## src/rtl/match_controller.sv

```systemverilog
// rtl/match_controller.sv - foosball match sequencer: serve/play/goal/over, scores and ball-speed select
// Every output is registered; speed_sel bypasses to ball_speed only until the first clock after reset.
module match_controller #(
   parameter int WIN_SCORE     = 7,
   parameter int SERVE_FRAMES  = 60,
   parameter int GOAL_FRAMES   = 120,
   parameter int HITS_PER_STEP = 4
) (
   input  logic       clk,
   input  logic       reset,
   input  logic       start_game,
   input  logic       frame_tick,
   input  logic       goal_p1,
   input  logic       goal_p2,
   input  logic       paddle_hit,
   input  logic [1:0] ball_speed,
   output logic       ball_reset,
   output logic       ball_enable,
   output logic       serve_dir,
   output logic [1:0] speed_sel,
   output logic [3:0] score1,
   output logic [3:0] score2,
   output logic       game_over,
   output logic [1:0] winner,
   output logic [2:0] state_o
);

   typedef enum logic [2:0] {
      IDLE  = 3'd0,
      SERVE = 3'd1,
      PLAY  = 3'd2,
      GOAL  = 3'd3,
      OVER  = 3'd4
   } state_t;

   localparam int FMAX = (SERVE_FRAMES > GOAL_FRAMES) ? SERVE_FRAMES : GOAL_FRAMES;
   localparam int FW   = $clog2(FMAX + 1);
   localparam int HW   = (HITS_PER_STEP > 1) ? $clog2(HITS_PER_STEP) : 1;
   localparam logic [FW-1:0] SERVE_LAST = FW'(SERVE_FRAMES - 1);
   localparam logic [FW-1:0] GOAL_LAST  = FW'(GOAL_FRAMES - 1);
   localparam logic [HW-1:0] HIT_LAST   = HW'(HITS_PER_STEP - 1);
   localparam logic [3:0]    WIN        = 4'(WIN_SCORE);

   logic start_meta, start_sync, start_prev, start_pulse;

   state_t        state, state_nxt;
   logic [FW-1:0] frame_cnt, frame_nxt;
   logic [HW-1:0] hit_cnt, hit_nxt;
   logic [1:0]    boost, boost_nxt;
   logic [3:0]    s1_nxt, s2_nxt;
   logic          dir_nxt;
   logic [1:0]    win_nxt;
   logic [2:0]    speed_sum;
   logic [1:0]    speed_nxt, speed_r;
   logic          running;

   // Two-flop synchronizer, then a registered rising-edge detect
   always_ff @(posedge clk or negedge reset) begin
      if (!reset) begin
         start_meta  <= 1'b0;
         start_sync  <= 1'b0;
         start_prev  <= 1'b0;
         start_pulse <= 1'b0;
      end else begin
         start_meta  <= start_game;
         start_sync  <= start_meta;
         start_prev  <= start_sync;
         start_pulse <= start_sync & ~start_prev;
      end
   end

   always_comb begin
      state_nxt = state;
      frame_nxt = frame_cnt;
      hit_nxt   = hit_cnt;
      boost_nxt = boost;
      s1_nxt    = score1;
      s2_nxt    = score2;
      dir_nxt   = serve_dir;
      win_nxt   = winner;
      case (state)
         IDLE: if (start_pulse) state_nxt = SERVE;
         SERVE: if (frame_tick) begin
            if (frame_cnt == SERVE_LAST) state_nxt = PLAY;
            else                         frame_nxt = frame_cnt + 1'b1;
         end
         PLAY: begin
            if (goal_p1 && !goal_p2) begin
               s1_nxt  = score1 + 4'd1;
               dir_nxt = 1'b1;
               if (s1_nxt == WIN) begin
                  state_nxt = OVER;
                  win_nxt   = 2'b01;
               end else begin
                  state_nxt = GOAL;
                  hit_nxt   = '0;
                  boost_nxt = 2'd0;
               end
            end else if (goal_p2 && !goal_p1) begin
               s2_nxt  = score2 + 4'd1;
               dir_nxt = 1'b0;
               if (s2_nxt == WIN) begin
                  state_nxt = OVER;
                  win_nxt   = 2'b10;
               end else begin
                  state_nxt = GOAL;
                  hit_nxt   = '0;
                  boost_nxt = 2'd0;
               end
            end else if (paddle_hit && !goal_p1 && !goal_p2) begin
               if (hit_cnt == HIT_LAST) begin
                  hit_nxt = '0;
                  if (boost != 2'd3) boost_nxt = boost + 2'd1;
               end else begin
                  hit_nxt = hit_cnt + 1'b1;
               end
            end
         end
         GOAL: if (frame_tick) begin
            if (frame_cnt == GOAL_LAST) state_nxt = SERVE;
            else                        frame_nxt = frame_cnt + 1'b1;
         end
         OVER: if (start_pulse) begin
            state_nxt = SERVE;
            s1_nxt    = 4'd0;
            s2_nxt    = 4'd0;
            win_nxt   = 2'b00;
            dir_nxt   = 1'b0;
         end
         default: state_nxt = IDLE;
      endcase
      if (state_nxt != state) frame_nxt = '0;
      speed_sum = {1'b0, ball_speed} + {1'b0, boost_nxt};
      speed_nxt = (speed_sum > 3'd3) ? 2'd3 : speed_sum[1:0];
   end

   always_ff @(posedge clk or negedge reset) begin
      if (!reset) begin
         state       <= IDLE;
         frame_cnt   <= '0;
         hit_cnt     <= '0;
         boost       <= 2'd0;
         score1      <= 4'd0;
         score2      <= 4'd0;
         serve_dir   <= 1'b0;
         winner      <= 2'b00;
         game_over   <= 1'b0;
         ball_reset  <= 1'b1;
         ball_enable <= 1'b0;
         speed_r     <= 2'd0;
         running     <= 1'b0;
      end else begin
         state       <= state_nxt;
         frame_cnt   <= frame_nxt;
         hit_cnt     <= hit_nxt;
         boost       <= boost_nxt;
         score1      <= s1_nxt;
         score2      <= s2_nxt;
         serve_dir   <= dir_nxt;
         winner      <= win_nxt;
         game_over   <= (state_nxt == OVER);
         ball_reset  <= (state_nxt != PLAY);
         ball_enable <= (state_nxt == PLAY);
         speed_r     <= speed_nxt;
         running     <= 1'b1;
      end
   end

   // Until the first post-reset clock the base switch is shown directly (boost is zero then)
   assign speed_sel = running ? speed_r : ball_speed;
   assign state_o   = state;

endmodule

```

## config.mk

```make
export PLATFORM = sky130hd
export DESIGN_NAME = match_controller
export DESIGN_NICKNAME = d
export VERILOG_FILES = /design/src/rtl/match_controller.sv
export SDC_FILE = /design/constraint.sdc
export NUM_CORES = 1
export LEC_CHECK = 0
export ABC_CLOCK_PERIOD_IN_PS = 3400
export CAP_MARGIN = 5
export CELL_PAD_IN_SITES_DETAIL_PLACEMENT = 1
export CELL_PAD_IN_SITES_GLOBAL_PLACEMENT = 1
export CORE_MARGIN = 2
export CORE_UTILIZATION = 44
export CTS_BUF_LIST = sky130_fd_sc_hd__clkbuf_2
export CTS_CLUSTER_DIAMETER = 200
export DETAILED_ROUTE_END_ITERATION = 12
export PLACE_DENSITY_LB_ADDON = 0.2
export SETUP_SLACK_MARGIN = 0.3
export SYNTH_ARGS = -nofsm -noshare
export SYNTH_HDL_FRONTEND = slang
export SYNTH_SLANG_ARGS = --single-unit
```

## constraint.sdc

```tcl
create_clock -name clk -period 3.4 [get_ports clk]
set_clock_uncertainty 0.05 [all_clocks]
set_input_delay 0.68 -clock clk [delete_from_list [all_inputs] [get_ports clk]]
set_output_delay 0.68 -clock clk [all_outputs]
set_load 0.01 [all_outputs]
```

; ---- Yosys cells after proc, flatten, opt, wreduce, memory -nomap -nowiden
; Cells that the tools add are included.
[word_totals]
romBits = 0
input_bits = 9
output_inout_bits = 19
memories = 0
register_bits = 35
latch_bits = 0
word_cells = 118
ram_bits = 0
[classes]
magnitude_cmp = 1
muxes = 48
reduce_logical = 17
n_mul = 0
addsub = 6
bitwise = 2
shift = 0
eq_ne = 27
div_mod_pow = 0
[ops]
columns = cell, n
row1 = 2-bit two-way mux, 21
row2 = 7-bit two-way mux, 5
row3 = 3-bit two-way mux, 9
row4 = 3-bit inequality test (second input constant), 8
row5 = 4-bit two-way mux, 4
row6 = 4-bit case mux with 2 select lines, 2
row7 = 7-bit case mux with 2 select lines, 1
row8 = 2-bit inequality test (second input constant), 6
row9 = 3-bit case mux with 4 select lines, 1
row10 = 5-bit AND reduction, 2
row11 = 3-bit by 2-bit == test with 1-bit output (second input constant), 3
row12 = 4-bit by 1-bit adder with 4-bit output (second input constant), 2
row13 = 4-bit by 3-bit == test with 1-bit output (second input constant), 2
row14 = 4-bit AND reduction, 2
row15 = 7-bit by 1-bit adder with 7-bit output (second input constant), 1
row16 = 7-bit by 6-bit == test with 1-bit output (second input constant), 1
row17 = 7-bit == test (second input constant), 1
row18 = 3-bit == test (second input constant), 2
row19 = 3-bit AND reduction, 2
row20 = 3-bit nonzero test, 2
row21 = 2-bit by 1-bit adder with 2-bit output (second input constant), 2
row22 = 1-bit logical AND, 4
row23 = 2-bit case mux with 2 select lines, 1
row24 = 2-bit by 2-bit adder with 3-bit output, 1
row25 = other kinds (13), 16

; ---- Depth between registers and ports, before layout
[depth]
ltp_word = 10
mapped_depth = 11
ltp_nobuf = 10

; ---- Least setup slack after synthesis
; OpenSTA, ideal clock, no wires.
[synth_path]
kind = input port to flip-flop
from = input port goal_p2
to = register speed_r[1]
cell_stages = 11
t_arrival_ps = 2622
setup_ps = 127
setup_slack_ps = 601
t_required_ps = 3223
n_path_buf = 1
path_cell_list = inv_1 ha_1 buf_4 nand2_1 nor4_4 nor2_2 nand2_1 a22o_1 ha_1 fa_1 or2_2
[synth_between]
elab_chain_cells = 9
elab_cells_between_ends = 11
cone_classes = add/sub: 1 / order compare: 1 / mux: 5 / reduce/logical: 4
[synth_rtl]
columns = element, line
row1 = "start, declared", 14  ; input logic goal_p2,
row2 = 1-bit zero test, "88, 110"
row3 = 1-bit logical AND, 110  ; end else if (paddle_hit && !goal_p1 && !goal_p2) begin
row4 = 2-bit two-way mux, 110
row5 = 2-bit two-way mux, 99  ; end else if (goal_p2 && !goal_p1) begin
row6 = 2-bit two-way mux *, 88  ; if (goal_p1 && !goal_p2) begin
row7 = 2-bit two-way mux *, 81  ; case (state)
row8 = net boost_nxt[0], 49  ; logic [1:0] boost, boost_nxt;
row9 = 2-bit by 2-bit adder with 3-bit output *, 133  ; speed_sum = {1'b0, ball_speed} + {1'b0, boost_nxt};
row10 = 3-bit by 2-bit greater-than comparator with 1-bit output, 134  ; speed_nxt = (speed_sum > 3'd3) ? 2'd3 : speed_sum[1:0];
row11 = 2-bit two-way mux *, 134
row12 = net speed_nxt[1], 54  ; logic [1:0] speed_nxt, speed_r;
row13 = "end signal, assigned", 164  ; speed_r <= speed_nxt;
row14 = "end, declared", 54
; Mark *: on every way through the listed nets, which the timed path passes. The rest lies on a longest branch.
; A chain may end at the register's enable or synchronous reset.

; ---- Final worst setup path
[layout_path]
from = input port goal_p1
to = register speed_r[1]
[layout_between]
elab_chain_cells = 10
elab_cells_between_ends = 12
cone_classes = add/sub: 1 / order compare: 1 / mux: 5 / reduce/logical: 5
[layout_rtl]
columns = element, line
row1 = "start, declared", 13  ; input logic goal_p1,
row2 = 1-bit zero test, "99, 110"
row3 = 1-bit logical AND (2 in series), 110
row4 = 2-bit two-way mux, 110
row5 = 2-bit two-way mux, 99
row6 = 2-bit two-way mux *, 88
row7 = 2-bit two-way mux *, 81
row8 = net boost_nxt[0], 49
row9 = 2-bit by 2-bit adder with 3-bit output *, 133
row10 = 3-bit by 2-bit greater-than comparator with 1-bit output, 134
row11 = 2-bit two-way mux *, 134
row12 = net speed_nxt[1], 54
; Marked as above.

==> impl_metrics.py <==
metrics = {
    "finish": {
        "fill_cells": 457,
        "layout.cell_area.non_filler_um2": 2288,
        "multi_input_area_um2": 959.7,
        "layout.area.seq_um2": 877.1,
        "mostFrequentLayoutCell": "sky130_fd_sc_hd__dfrtp_1",
        "layout.cells.most_common_list": "34 x sky130_fd_sc_hd__dfrtp_1, 27 x sky130_fd_sc_hd__clkdlybuf4s50_1, 14 x sky130_fd_sc_hd__nand2_1",
        "post_layout_nets": 235,
        "diodes": 0,
        "layout_area_overhead_pct": 20.33,
        "final_layout_size_suffix_gt1_share_pct": 13.82,
        "finish.cell_count_without_fillers": 267,
    },
    "die": {
        "initial_utilization_pct": 46.54,
        "die_width_um": 69.75,
        "die_h_um": 69.75,
        "cell_row_count": 23,
        "core-area_um2": 4086,
        "die_area_um2": 4864,
        "top_level_ports": 28,
    },
    "detailed_routing": {
        "routed_wire_length_per_instance_um": 17.56,
        "remaining_drc_errors": 0,
        "drt_pass1_iterations": 4,
        "detailroute.via_count": 1522,
        "vias_per_cell": 5.700,
        "remaining_antenna_violation_count": 0,
        "drtIter0Drc": 39,
        "finalWirelength_mm": 4.688,
    },
    "timing": {
        "drv_slew": 0,
        "min_period_over_period_pct": 86.43,
        "timing.final.ws_setup_ns": 0.4613,
        "timing_hold_violations_final": 0,
        "setup_total_negative_slack_ns": 0,
        "rsz0062_at_grt": "no",
        "report.final.setup_viol": 0,
        "period_minus_slack_ns": 2.939,
        "fmaxAchievable_mhz": 340.3,
    },
    "worst_setup_path": {
        "cp_data_arrival_time_ns": 3.18,
        "cp.required_ns": 3.64,
        "worstReg2RegEnd": "speed_r[1]$_DFF_PN0_",
        "rrSetupSlack_ns": 0.54,
        "critical_path.endpoint_type": "flop",
        "worst-setup-path-type": "input port to flop",
        "reg2reg_depth": 9,
        "reg2reg_from": "score2[0]$_DFFE_PN0P_",
        "crit_path_start_kind": "input port",
        "critical_path_peak_fanout": 4,
    },
    "grt": {
        "via_count_of_the_first_global_routing_pass": 1622,
        "antenna_found_initial": 0,
        "grt_max_degree": 36,
        "globalRouteTotalUtil_pct": 21.46,
        "globalRouteOverflowTotal": 0,
        "grt_pass1_wl_mm": 8.128,
    },
    "synth": {
        "count_of_flip_flops_with_a_built_in_enable_after_synthesis": 0,
        "synth_area_um2": 1902,
        "ys_seq_elements": 35,
        "ys_warn_count": 0,
        "seq_area_frac_synth_pct": 46.12,
        "ys_types": 54,
        "synth_flop_cell": "sky130_fd_sc_hd__dfrtp_1",
        "syn-num-nets": 199,
        "synthesis.area_per_instance_um2": 10.57,
        "share_of_async_settable_or_async_resettable_flops_after_synthesis_pct": 100.0,
        "netlist_instances": 180,
    },
    "placement": {
        "place_area_um2": 2248,
        "placement.io_buffers": 27,
        "place_ws_ns": 0.03578,
        "dp_cells": 259,
        "total_half_perimeter_wirelength_after_legalization_and_detailed_placement_mm": 3.565,
        "gp_congestion": 0.8287,
    },
    "min_path": {
        "worstHoldEndpoint": "start_sync$_DFF_PN0_",
        "hold_path_depth": 0,
        "hold_path_startpoint": "start_meta$_DFF_PN0_",
        "hp-class": "flop to flop",
    },
    "power": {
        "power_switching_share_pct": 33.56,
        "internal_portion_of_total_power_w": 0.0006307,
        "seqPwrFrac_pct": 56.8,
        "combPwrFrac_pct": 22.4,
        "maximum_vdd_drop_v": 0.0002798,
        "power_density_nw_per_um2": 414.8,
        "power_frac_clock_pct": 20.7,
        "net_load_switching_power_w": 0.0003185,
        "leak_nw": 1.010,
    },
    "cts": {
        "cts.repair_timing.setup_buffer_count": 0,
        "numCtsBuffers": 5,
        "root_buffer_master": "sky130_fd_sc_hd__clkbuf_2",
        "cts_num_sinks": 35,
        "cts_hold_bufs": 0,
        "cts-root-to-sink-buffers": 2,
        "tritoncts_clock_tree": "built",
        "clkLatencyLatePin_ns": 0.39,
        "clkSlewWorstSetupHoldPaths_ns": 0.17,
        "cts_max_level": 2,
        "ctsResizeCount": 0,
    },
    "job": {
        "timing.max_cap.violations": 0,
    },
    "status": {
        "status": "completed",
    },
}
==> Yosys cell counts (2+ instances only) <==
master                      instances  area share, %
sky130_fd_sc_hd__nor2_1            12            2.4
sky130_fd_sc_hd__mux2i_1            3            1.6
sky130_fd_sc_hd__o31ai_2            3            2.0
sky130_fd_sc_hd__xor2_1             5            2.3
sky130_fd_sc_hd__ha_1               9            5.9
sky130_fd_sc_hd__nand2b_1           3           0.99
sky130_fd_sc_hd__nor3_1             4            1.1
sky130_fd_sc_hd__a21o_1             2           0.79
sky130_fd_sc_hd__o31ai_1            2           0.79
sky130_fd_sc_hd__or2_2              2           0.66
sky130_fd_sc_hd__buf_4              2           0.79
sky130_fd_sc_hd__and3_1             5            1.6
sky130_fd_sc_hd__a22oi_1            2           0.79
sky130_fd_sc_hd__o21ai_1           11            2.9
sky130_fd_sc_hd__dfrtp_1           34             45
sky130_fd_sc_hd__o2bb2ai_1          2           0.92
sky130_fd_sc_hd__and3b_1            2           0.92
sky130_fd_sc_hd__nor3b_4            2            2.0
sky130_fd_sc_hd__nand4_1            4            1.3
sky130_fd_sc_hd__nand3_1            7            1.8
sky130_fd_sc_hd__nand2_1           14            2.8
sky130_fd_sc_hd__a21oi_1            4            1.1
sky130_fd_sc_hd__inv_1              9            1.8
sky130_fd_sc_hd__a21boi_1           2           0.79
sky130_fd_sc_hd__nor2b_1            3           0.99
sky130_fd_sc_hd__mux2_2             3            1.8
sky130_fd_sc_hd__a22o_1             2           0.92
==> worst max path at each step <==
stage,start,end,slack [ns],cells after the start
5_1_grt,goal_p2,speed_r[1]$_DFF_PN0_,0.32,11
6_report,goal_p1,speed_r[1]$_DFF_PN0_,0.46,10
2_1_floorplan,goal_p2,speed_r[1]$_DFF_PN0_,0.60,11
3_3_place_gp,goal_p2,speed_r[1]$_DFF_PN0_,0.16,11
4_1_cts,goal_p1,speed_r[1]$_DFF_PN0_,0.47,10
3_5_place_dp,goal_p1,speed_r[1]$_DFF_PN0_,0.04,10
==> per-layer routing <==
metal,part of all wire (%),wire length (µm),vias up,track usage (%)
met4,2.2,103,0,7.265
met3,4.1,190,9,5.669
li1,-,-,719,-
met2,51,2396,30,36.54
met1,43,1997,764,26.39
met5,0,0,-,0
==> power groups by stage <==
stage	combinational, W	clock (W)	sequential [W]
floorplan	0.000155	0	0.000520
global placement	0.000197	0	0.000540
detailed placement	0.000215	0	0.000546
CTS	0.000216	0.000205	0.000539
global route	0.000242	0.000223	0.000551
finish	0.000213	0.000197	0.000540
==> kinds of logic after synthesis <==
logic type               after synthesis  synth area share [%]
adder cells (fa/ha/maj)               10                 6.974
buffers and inverters                 13                 3.420
AND/OR/NAND/NOR                       69                 21.91
flip-flops                            35                 46.12
XOR/XNOR                               6                 2.763
other                                  1                0.1972
AO/OA/AOI/OAI                         39                 14.67
multiplexers                           7                 3.947
==> flip-flops by register name (all words and copies together) (netlist names), 2 cells and up <==
name	cells
frame_cnt	7
boost	2
hit_cnt	2
speed_r	2
state_o	3
winner	2
score1	4
score2	4
==> final cells by class <==
| class | instances | share of cell area, % |
|---|---|---|
| timing repair buffer | 33 | 13.78 |
| sequential | 35 | 38.33 |
| clock buffer | 7 | 1.531 |
| clock inverter | 1 | 0.2187 |
| multi-input combinational | 132 | 41.94 |
| tap | 50 | 2.734 |
| inverter | 9 | 1.476 |
==> per-stage QoR <==
| stage | util, % | power (W) | hold slack, ns |
|---|---|---|---|
| floorplan | - | 0.0006754 | 0.2812 |
| global placement | 55.02 | 0.0007377 | 0.2826 |
| detailed placement | 55.02 | 0.0007608 | 0.2917 |
| CTS | 56.00 | 0.0009601 | 0.3284 |
| global route | 56.00 | 0.001016 | 0.3331 |
| finish | 56.00 | 0.0009492 | 0.3267 |
==> worst max-delay path: stages <==
cell and delay [ns]:
sky130_fd_sc_hd__clkdlybuf4s50_1 0.51, sky130_fd_sc_hd__ha_1 0.20, sky130_fd_sc_hd__nand2_1 0.14, sky130_fd_sc_hd__nor4_4 0.35, sky130_fd_sc_hd__nor2_2 0.08, sky130_fd_sc_hd__nand2_1 0.15
sky130_fd_sc_hd__a22o_1 0.19, sky130_fd_sc_hd__ha_1 0.17, sky130_fd_sc_hd__fa_1 0.42, sky130_fd_sc_hd__or2_2 0.30
Note: power is estimated with default switching activity, not from simulation.
==> edit 1: new RTL, config.mk and constraints unchanged <==
One comparison of `frame_cnt` changes from == to >=.
--- a/src/rtl/match_controller.sv
+++ b/src/rtl/match_controller.sv
@@ -82,5 +82,5 @@
          IDLE: if (start_pulse) state_nxt = SERVE;
          SERVE: if (frame_tick) begin
-            if (frame_cnt == SERVE_LAST) state_nxt = PLAY;
+            if (frame_cnt >= SERVE_LAST) state_nxt = PLAY;
             else                         frame_nxt = frame_cnt + 1'b1;
          end
Behaviour: same outputs for any inputs over 10 cycles, from zero or initial values and one cycle with reset low; that may be too few to reach the edited logic, so the function may still have changed.
==> edit 1 against the original RTL <==
- total power decreased by 13%
- highest routed layer unchanged
- worst setup slack worse by 0.057 ns
- critical path type unchanged
- final cell count grew 7.5%
- sequential cell count did not move
- via count rose by 13%
- final area rose by 6.7%
- non-clock buffer count unchanged
- largest cell class unchanged
- synthesized area up 8.9%
- register-to-register slack lost 0.06 ns
- routed wire length increased by 11%
==> edit 1: results (changes against the original RTL) <==
Outcome
  – Status: finished, final reports clean

Routing
  – Vias per cell: 5.979 (+4.9%)
  – DRT Pass-1 Iters: 4 (unchanged)
  – DR iter-0 viols: 66 (+69%)
  – Met2 routed WL: 2.614 mm (+9.1%)
  – Final wirelength: 5.186 mm (+11%)
  – Metal3 WL: 123 um (-35%)
  – WL met1: 2.366 mm (+18%)
  – Average wire per standard cell: 18.07 um (+2.9%)

Synth
  – Synth Area in Compound Gates: 21.99% (+7.3 points)
  – Synth Instances: 199 (+11%)
  – Top cells by area, synth: dfrtp_1 41%, ha_1 6.0%, o21ai_0 3.4%
  – Synth cell count leaders: 34 x dfrtp_1, 18 x nand2_1, 14 x o21ai_0
  – Synth Area in Adders: 7.009% (+0.035 points)
  – Seq/Total Area, Yosys: 42.36% (-3.8 points)
  – Synth cell types: 59 (+9.3%)
  – Xor and xnor area share after synthesis: 3.384% (+0.62 points)
  – Post-synthesis mux area share: 2.598% (-1.3 points)
  – Synthesized netlist net count: 219 (+10%)
  – Avg Cell Area, Syn: 10.41 um^2 (-1.5%)

Place
  – Placer Congestion: 0.8803 (+6.2%)
  – Worst slack, placed: -0.00002687 ns (-0.03581 ns)
  – Dpl cells: 279 (+7.7%)
  – DP Area: 0.002400 mm^2 (+6.7%)
  – Dpl hpwl: 3.953 mm (+11%)
  – PortBufs: 27 (unchanged)

GRT
  – Met3 Track Usage GR: 4.558% (-1.1 points)
  – Grt met1 use: 27.57% (+1.2 points)
  – Met2 Use GR: 37.27% (+0.73 points)
  – Number of global-route vias before repair: 1927 (+19%)
  – First-pass GRT wire length: 8.970 mm (+10%)

Final layout
  – Layout cells sized above 1: 15.74% (+1.9 points)
  – Buffering overhead: 12.92% (-0.86 points)
  – Final nets: 254 (+8.1%)
  – Non-clk invs: 10 (+1)
  – Area of the multi-input gates: 0.001105 mm^2 (+15%)
  – Fillers: 501 (+9.6%)
  – Storage cell area: 878.3 um^2 (+0.14%)
  – Clock buf/inv share: 1.640% (-0.11 points)
  – Multi-input combinational cell count: 149 (+13%)

Clock tree
  – Clk_lat worst skew: 0.39 ns (about the same)

Worst setup path
  – Critical Path Start: goal_p1
  – Crit Path Max Fanout: 8 (+4)
  – FF-to-FF setup slack: 0.48 ns (-0.06 ns)
  – Reg2Reg Launch Point: score2[1]
  – Largest delay share family, worst path: adder cells
  – Crit path DAT: 3.25 ns (+0.07 ns)

Timing
  – Min Hold Slack: 0.3247 ns (-0.002072 ns)
  – Min Clock Period, post-route: 2.995 ns (+0.05677 ns)

Min path
  – Hold Path Class: reg2reg

Pwr
  – Pwr/cell area: 337.3 mW/mm^2 (-19%)
  – Leakage: 1.045 nW (+3.5%)
  – Peak VDD IR: 0.2901 mV (+3.7%)
-- edit 1: changes by cell type after synthesis, moves of 4 or more --
cell	before	now
o21ai_0	1	14
o21ai_1	11	0
a211oi_1	1	6
nor2_1	12	7
nand2_1	14	18
nand3_1	7	11
-- edit 1: cells by family (layout without fill, tap and decap cells) --
logic type                 Yosys count  count (layout)
and+or+nand+nor                     68              68
AOI/OAI and AO/OA                   56              56
DFF                                 35              35
buffers and inverters               15              51
adders and majority gates           11              11
xor gates and xnor gates             8               8
muxes                                5               5
other                                1               1
-- edit 1: where the power goes --
| group | leakage, nW | switching, mW | internal [mW] |
|---|---|---|---|
| combinational | 0.563 | 0.0742 | 0.0667 |
| clock | 0.0330 | 0.142 | 0.0562 |
| sequential | 0.449 | 0.0394 | 0.445 |
-- edit 1: timing repair --
item                       4_1_cts  5_1_grt
gates resized for setup          0        2
setup endpoints to repair        0        2
setup buffers                    0        0
==> edit 2: new RTL, same settings <==
Made on the original files. `HITS_PER_STEP`: 4 -> 8.
--- a/src/rtl/match_controller.sv
+++ b/src/rtl/match_controller.sv
@@ -5,5 +5,5 @@
    parameter int SERVE_FRAMES  = 60,
    parameter int GOAL_FRAMES   = 120,
-   parameter int HITS_PER_STEP = 4
+   parameter int HITS_PER_STEP = 8
 ) (
    input  logic       clk,
Formal check against the unedited RTL: no difference found for any inputs over 10 cycles, from zero or initial values and one cycle with reset low; that may be too few to reach the edited logic, so the function may still have changed.
==> edit 2 against the original RTL <==
- worst setup slack gained 0.0054 ns
- final area is 2.8% higher
- synthesized cell count up 2.2%
- total power decreased by 15%
- sequential power shrank 9.4%
- sequential cell count increased by 1
- routed wire length decreased by 7.4%
- synthesized area is 2.4% higher
- critical path type unchanged
- critical endpoint unchanged
- highest routed layer unchanged
==> edit 2: results (changes against the original RTL) <==
Place
  – DP Area: 0.002310 mm^2 (+2.7%)
  – Dpl hpwl: 3.368 mm (-5.5%)
  – Worst slack, placed: 0.03151 ns (-0.004280 ns)
  – Dpl cells: 266 (+2.7%)
  – Placer Congestion: 0.7968 (-3.8%)

Worst setup path
  – Crit path DAT: 3.17 ns (about the same)
  – Crit Path Max Fanout: 7 (+3)
  – Critical Path Start: goal_p2
  – Largest delay share family, worst path: adder cells

Synth
  – Avg Cell Area, Syn: 10.59 um^2 (+0.21%)
  – Xor and xnor area share after synthesis: 3.597% (+0.83 points)
  – Synth Area in Adders: 7.450% (+0.48 points)
  – Synth Area in Compound Gates: 15.29% (+0.61 points)
  – Synth cell types: 56 (+3.7%)
  – Post-synthesis mux area share: 4.239% (+0.29 points)
  – Seq/Total Area, Yosys: 46.31% (+0.19 points)
  – Top cells by area, synth: dfrtp_1 45%, ha_1 6.4%, nor2_1 3.1%

GRT
  – Gr usage total: 19.09% (-2.4 points)
  – Largest net degree at the start of global routing: 37 (+2.8%)
  – Met3 Track Usage GR: 5.271% (-0.40 points)
  – Grt met1 use: 23.17% (-3.2 points)
  – Number of global-route vias before repair: 1584 (-2.3%)

Routing
  – WL met1: 1.894 mm (-5.2%)
  – Average wire per standard cell: 15.84 um (-9.8%)
  – Metal3 WL: 162 um (-15%)
  – Final wirelength: 4.340 mm (-7.4%)
  – Vias per cell: 5.478 (-3.9%)
  – DR iter-0 viols: 86 (+120%)

Pwr
  – Overall power: 0.8109 mW (-15%)
  – Peak VDD IR: 0.1879 mV (-33%)
  – Psw: 0.2384 mW (-25%)
  – Leakage: 1.049 nW (+3.9%)
  – Seq group: 0.489 mW (-9.4%)

Timing
  – Min Hold Slack: 0.3369 ns (+0.01018 ns)
  – Min Clock Period, post-route: 2.933 ns (-0.005447 ns)

Outcome
  – Status: finished, final reports clean

Final layout
  – Layout area overhead: 20.75%
  – Final nets: 241 (+2.6%)
  – Fillers: 492 (+7.7%)
  – Layout cells sized above 1: 13.06% (-0.76 points)
## edit 2: cell types whose count changed after synthesis, moves of 3 or more
cell | unedited run | this run
o31ai_2 | 3 | 0
xnor2_1 | 1 | 4
o21ai_1 | 11 | 6
and2_1 | 1 | 4
nand3_1 | 7 | 4
nor2_1 | 12 | 16
and3_1 | 5 | 1
## edit 2: cell type report
cell class / count / area share, %
Sequential cell: 36 / 38.46
Clock inverter: 2 / 0.3191
Clock buffer: 6 / 1.277
Multi-Input combinational cell: 137 / 42.66
Inverter: 9 / 1.436
Tap cell: 52 / 2.766
Timing Repair Buffer: 32 / 13.09
## edit 2: cells by family (layout without fill, tap and decap cells)
family | Yosys count | after routing
other | 1 | 1
multiplexers | 7 | 7
AND/OR/NAND/NOR | 73 | 73
buffers and inverters | 11 | 49
flip-flops | 36 | 36
AO/OA/AOI/OAI | 37 | 37
adder cells (fa/ha/maj) | 11 | 11
XOR/XNOR | 8 | 8
